--- src/rtl/car_sensor_conditioner.sv ---
// car_sensor_conditioner: synchronizes and debounces the loop sensor, then latches arrivals as a pending car_present request until Prospect green.
module car_sensor_conditioner #(
    parameter int DB_CYCLES = 4,
    parameter int CNT_W = $clog2(DB_CYCLES + 1)
) (
    input  logic       clk,
    input  logic       rst,
    input  logic       sensor_raw,
    input  logic [2:0] light_pros,
    output logic       car_present,
    output logic       car_arrive,
    output logic       sensor_db,
    output logic [3:0] wait_cnt
);
    typedef enum logic [1:0] {IDLE, RISE, HIGH, FALL} state_t;
    localparam logic [CNT_W-1:0] LAST = CNT_W'(DB_CYCLES - 1);
    state_t state, state_next;
    logic [CNT_W-1:0] cnt, cnt_next;
    logic s1, s2, req, commit, drop, serve, sensor_db_next, req_next;
    logic [3:0] wait_next;
    always_ff @(posedge clk) begin
        if (!rst) begin
            s1          <= 1'b0;
            s2          <= 1'b0;
            state       <= IDLE;
            cnt         <= '0;
            sensor_db   <= 1'b0;
            car_arrive  <= 1'b0;
            req         <= 1'b0;
            car_present <= 1'b0;
            wait_cnt    <= 4'd0;
        end else begin
            s1          <= sensor_raw;
            s2          <= s1;
            state       <= state_next;
            cnt         <= cnt_next;
            sensor_db   <= sensor_db_next;
            car_arrive  <= commit;
            req         <= req_next;
            car_present <= req_next | sensor_db_next;
            wait_cnt    <= wait_next;
        end
    end
    always_comb begin
        state_next = state;
        cnt_next   = cnt;
        commit     = 1'b0;
        drop       = 1'b0;
        case (state)
            IDLE: begin
                state_next = s2 ? RISE : IDLE;
                cnt_next   = s2 ? CNT_W'(1) : '0;
            end
            RISE: begin
                if (!s2) begin
                    state_next = IDLE;
                    cnt_next   = '0;
                end else if (cnt == LAST) begin
                    state_next = HIGH;
                    cnt_next   = '0;
                    commit     = 1'b1;
                end else cnt_next = cnt + CNT_W'(1);
            end
            HIGH: begin
                state_next = s2 ? HIGH : FALL;
                cnt_next   = s2 ? cnt : CNT_W'(1);
            end
            FALL: begin
                if (s2) begin
                    state_next = HIGH;
                    cnt_next   = '0;
                end else if (cnt == LAST) begin
                    state_next = IDLE;
                    cnt_next   = '0;
                    drop       = 1'b1;
                end else cnt_next = cnt + CNT_W'(1);
            end
        endcase
    end
    // set wins over serve for both the request latch and the arrival count
    always_comb begin
        serve          = light_pros == 3'b100;
        sensor_db_next = commit | (sensor_db & ~drop);
        req_next       = commit | (req & ~serve);
        wait_next      = serve ? {3'b000, commit} :
                         commit ? ((wait_cnt == 4'd15) ? 4'd15 : wait_cnt + 4'd1) : wait_cnt;
    end
endmodule

--- config.mk ---
export PLATFORM = sky130hd
export DESIGN_NAME = car_sensor_conditioner
export DESIGN_NICKNAME = d
export VERILOG_FILES = /design/src/rtl/car_sensor_conditioner.sv
export SDC_FILE = /design/constraint.sdc
export NUM_CORES = 1
export LEC_CHECK = 0
export ABC_AREA = 1
export BUFFER_PORTS_ARGS = -buffer_cell sky130_fd_sc_hd__buf_2
export CAP_MARGIN = 20
export CORE_MARGIN = 2
export CORE_UTILIZATION = 50
export CTS_CLUSTER_DIAMETER = 100
export DETAILED_ROUTE_END_ITERATION = 7
export PLACE_DENSITY = 0.83
export SYNTH_ARGS = -nofsm -noshare
export SYNTH_HDL_FRONTEND = slang
export SYNTH_SLANG_ARGS = --single-unit
--- constraint.sdc ---
create_clock -name clk -period 1.26 [get_ports clk]
set_input_delay 0 -clock clk [delete_from_list [all_inputs] [get_ports clk]]
set_output_delay 0 -clock clk [all_outputs]
set_load 0.005 [all_outputs]
## Word level (Yosys, flattened, before mapping)

Cells that the tools add are included.

- Register bits: 15
- Bits in latches: 0
- Bits in writable memories: 0
- Bits in read-only memories: 0
- Logic and storage cells: 54
- Memories: 0

- Add/sub/neg operators: 2
- Multipliers: 0
- Divide/modulo/power cells: 0
- $lt $le $gt $ge: 0
- Equal/unequal tests: 9
- Shift operators: 0
- Multiplexer cells: 21
- Bitwise operators: 8
- Reduce and logical (&&, ||, !) cells: 4

Operator list:

| operator | count |
|---|---|
| $mux 3 | 4 |
| $pmux 3 s4 | 1 |
| $mux 1 | 10 |
| $mux 2 | 4 |
| $pmux 2 s4 | 1 |
| $ne 3x3->1 const B | 2 |
| $add 4x1->4 const B | 1 |
| $eq 2x2->1 const B | 2 |
| $eq 4x4->1 const B | 1 |
| $mux 4 | 1 |
| $add 3x1->3 const B | 1 |
| $eq 3x2->1 const B | 1 |
| $eq 3x3->1 const B | 1 |
| $not 1->1 | 3 |
| $or 1x1->1 | 3 |
| $and 1x1->1 | 2 |
| $eq 2x1->1 const B | 1 |
| $logic_not 2->1 | 1 |
| $ne 2x2->1 const B | 1 |
| $reduce_and 2->1 | 1 |
| $reduce_bool 2->1 | 1 |
| $reduce_or 2->1 | 1 |

## Depth between registers and ports, before layout

- Depth after elaboration: 8
- Gate-level depth with buffers: 7
- Gate-level depth less buffers: 7

## Worst setup path before layout

Ideal clock, no wire load.

- Path type: reg2reg
- From: register cnt[0]
- To: register car_present
- Arrival time: 0.961 ns
- Data required time: 1.141 ns
- Path slack: 0.180 ns
- Cell stages (with the launch flop): 7
- Buffers on the path: 0
- Clock period less this slack: 1.080 ns
- Cells stage by stage: dfxtp_1 ha_1 nand3_4 nor2_1 nand2_1 nand3_1 o21ai_1

- Cells in the longest elaborated chain, start to end: 8
- Elaborated cells between the ends (all ways): 11
- Classes of those cells: eq/ne (1); mux (5); bitwise (5)

Ends and longest elaborated chain:

| element | line | source |
|---|---|---|
| from (decl) | 18 | `logic [CNT_W-1:0] cnt, cnt_next;` |
| from (signal assigned) | 36 | `cnt <= cnt_next;` |
| $eq 3x2->1 * | 58, 72 |  |
| $mux 1 * | 58, 72 |  |
| $mux 1 | 69 | `if (s2) begin` |
| $mux 1 | 49 | `case (state)` |
| $not 1->1 | 83 | `sensor_db_next = commit \| (sensor_db & ~drop);` |
| $and 1x1->1 | 83 |  |
| $or 1x1->1 | 83 |  |
| $or 1x1->1 * | 40 | `car_present <= req_next \| sensor_db_next;` |
| to (signal assigned) | 40 |  |
| to (decl) | 10 | `output logic car_present,` |

Every way passes the cells marked *; elsewhere a longest branch is shown, timed or not.
A chain may end at the register's enable or synchronous reset.

## Worst setup path after layout

- From: register cnt[0]
- To: register wait_cnt[0]

- Cells in the longest elaborated chain, start to end: 5
- Elaborated cells between the ends (all ways): 6
- Classes of those cells: eq/ne (1); mux (4); reduce/logical (1)

Ends and longest elaborated chain:

| element | line | source |
|---|---|---|
| $eq 3x2->1 * | 58 | `end else if (cnt == LAST) begin` |
| $mux 1 * | 58 |  |
| $mux 1 * | 55 | `if (!s2) begin` |
| $mux 1 * | 49 |  |
| $mux 1 / $reduce_bool 2->1 (equally long branches) | n/a |  |
| to (signal assigned) | 41 | `wait_cnt <= wait_next;` |
| to (decl) | 13 | `output logic [3:0] wait_cnt` |

Marks and branches as above.

==> reports/qor.txt <==
synth top area cells = dfxtp_1 (46%), nand2_1 (13%), nor2_1 (6.3%)
final setup vio count = 0
sw frac = 21.2%
Final Hold Vio Count = 0
largest net degree at the start of global routing = 10
RSZ-0062 raised after global routing = false
Mapped Cells = 86
nets@finish = 111
post-CTS setup buffers = 0
setup_tns = 0 ps
Ports = 13
Hold/Removal Path Class = primary input to flip-flop
Clk Latency, worst-skew pair = 280 ps
grt total ovfl = 0
DR vias = 576
clock slew at reported path FFs = 80 ps
max-cap violations = 0
first-pass GRT wire length = 1700 microns
clock root cell = clkbuf_4
Slew Viols, Final = 0
FILL cells = 114
area grow syn2layout = 17.1%
Worst VDD drop = 589 uV
Seq/Total Area, Yosys = 45.7%
Clock Sink Count = 15
Clk pwr share = 34.2%
initial antenna violation count = 0
startpoint types = flip-flop
Placer Congestion = 0.716
critical path capture point type = flip-flop
Post-Synthesis Net Count = 94
Internal = 0.614 mW
Initial Util = 51.8%
clock tree buffer depth = 2
clock skew = 1.31 ps
Tot Pwr = 0.779 mW
CTS tree = done
Leak = 0.376 nW
layout cells sized above 1 = 21.6%
worst path arrival time = 1310 ps
pin slew with the least headroom to its limit = 217 ps
Die Area = 1620 sq um
post-synthesis cell area = 657 sq um
chip height = 40.2 microns
WS Path Type = flip-flop to flip-flop
Routed WL per cell = 9.26 microns
area of the multi-input gates = 310 sq um
yosys warns = 0
WHS = 6.19 ps
Period Utilization, post-route = 89.5%
worst relative slew slack = 85.5%
drt total wl = 1080 microns
Power per Cell Area = 1010 nW/um^2
Yosys top cell area share = 45.7%
vias in the first global route = 438
Yosys top cell by area = dfxtp_1
dpl cell area = 728 sq um
Port Buf Inserts = 12
CORE AREA = 1270 sq um
DR iter-0 viols = 24
Tmin final = 1130 ps
Seq pwr share = 61.9%
GRT Overall Usage = 15.8%
H-tree levels = 1
dpl hpwl = 821 microns
post-route design area = 769 sq um
post-synth cell types = 18
Combinational Power Share = 3.9%
register area = 300 sq um
Rows = 13
status = finished, final reports clean
Routed Antenna Nets = 0
maximum fanout along the worst path = 6
syn_area_per_cell = 7.64 sq um
Die W = 40.2 microns
WP data required = 1440 ps
Vias/cell = 4.92
Peak Freq = 887 MHz
PnR worst setup slack = 133 ps
Inserted Clock Buffers = 3
post-synthesis register bit count = 15
Pre-antenna DRT Iters = 4
Psw = 0.165 mW
n_diodes = 0
pre-CTS setup slack = 106 ps
drt drc = 0
## metrics by stage
step	instances	utilization (%)
2_1_floorplan	86	-
3_3_place_gp	112	57.4
3_5_place_dp	112	57.4
4_1_cts	117	60.3
5_1_grt	117	60.7
6_report	117	60.7
## repair_timing
action                                  CTS  global route
hold buffers                              1             0
gates resized for setup                   0             2
endpoints found under the hold margin     1             0
endpoints found under the setup margin    0             2
## final timing paths
| kind | from | to | slack, ps | cells after the start |
|---|---|---|---|---|
| setup / recovery | cnt[0] | wait_cnt[0] | 130 | 6 |
| hold / removal | rst | s2 | 6 | 3 |
| setup reg to reg | cnt[0] | wait_cnt[0] | 130 | 6 |
| hold reg to reg | s1 | s2 | 420 | 2 |
## per-layer routing
metal / up-vias / part of all wire (%) / global-route usage, % / wire length, microns
li1: 309 / - / - / -
met1: 240 / 49 / 20.6 / 532
met2: 22 / 42 / 24.6 / 457
met3: 5 / 5.7 / 3.33 / 62
met4: 0 / 2.8 / 7.50 / 30
met5: - / 0 / 0 / 0
## layout make-up
type,instances,share of cell area [%]
Multi-Input combinational cell,59,40.3
Sequential cell,15,39.0
Clock buffer,4,3.41
Tap cell,15,2.44
Timing Repair Buffer,13,9.11
Inverter,11,5.69
## cells in the final DEF, fill, tap and decap left out, types with 2 or more instances in the layout
cell type and count:
nand3_1 6, nor2_1 10, o21ai_1 2, clkbuf_4 3, nand2_2 2, dfxtp_1 15
nand2_1 23, inv_1 10, a21oi_1 6, buf_2 12
## Yosys cell counts
cell and n:
o21ai_1 2, and3_1 1, nand4_1 1, nor3_1 1, inv_4 1, nand2_2 2
nand2_1 23, dfxtp_1 15, buf_4 1, nand3_4 1, a21oi_1 6, nand3_1 6
inv_1 10, a211oi_1 1, nand3b_1 1, ha_1 2, nor2_1 11, nor2_8 1
## power by group through the flow
stage	combinational, mW	sequential, mW	clock (mW)
2_1_floorplan	0.0192	0.493	0
3_3_place_gp	0.0276	0.493	0
3_5_place_dp	0.0281	0.493	0
4_1_cts	0.0305	0.482	0.272
5_1_grt	0.0347	0.483	0.294
6_report	0.0306	0.482	0.266
## sequential cells by signal, indices dropped and copies added, names as in the netlist, named ones only
register	cells
state	1
car_arrive	1
wait_cnt	4
s1	1
cnt	3
s2	1
sensor_db	1
car_present	1
req	1
## worst max-delay path, cell delays in order (launching register included)
cell and delay [ps]:
dfxtp_1 360, ha_2 210, nand3_4 120, nor2_8 150, nand2_1 60, nor2_1 80
nor2_1 50
## logic make-up after synthesis
kind of cell,after synthesis,synth area share [%]
compound gates,9,7.24
fa+ha+maj,2,3.81
buf+inv,12,7.81
flops,15,45.7
simple gates,48,35.4
No activity file was read; power rests on OpenSTA's default activity.
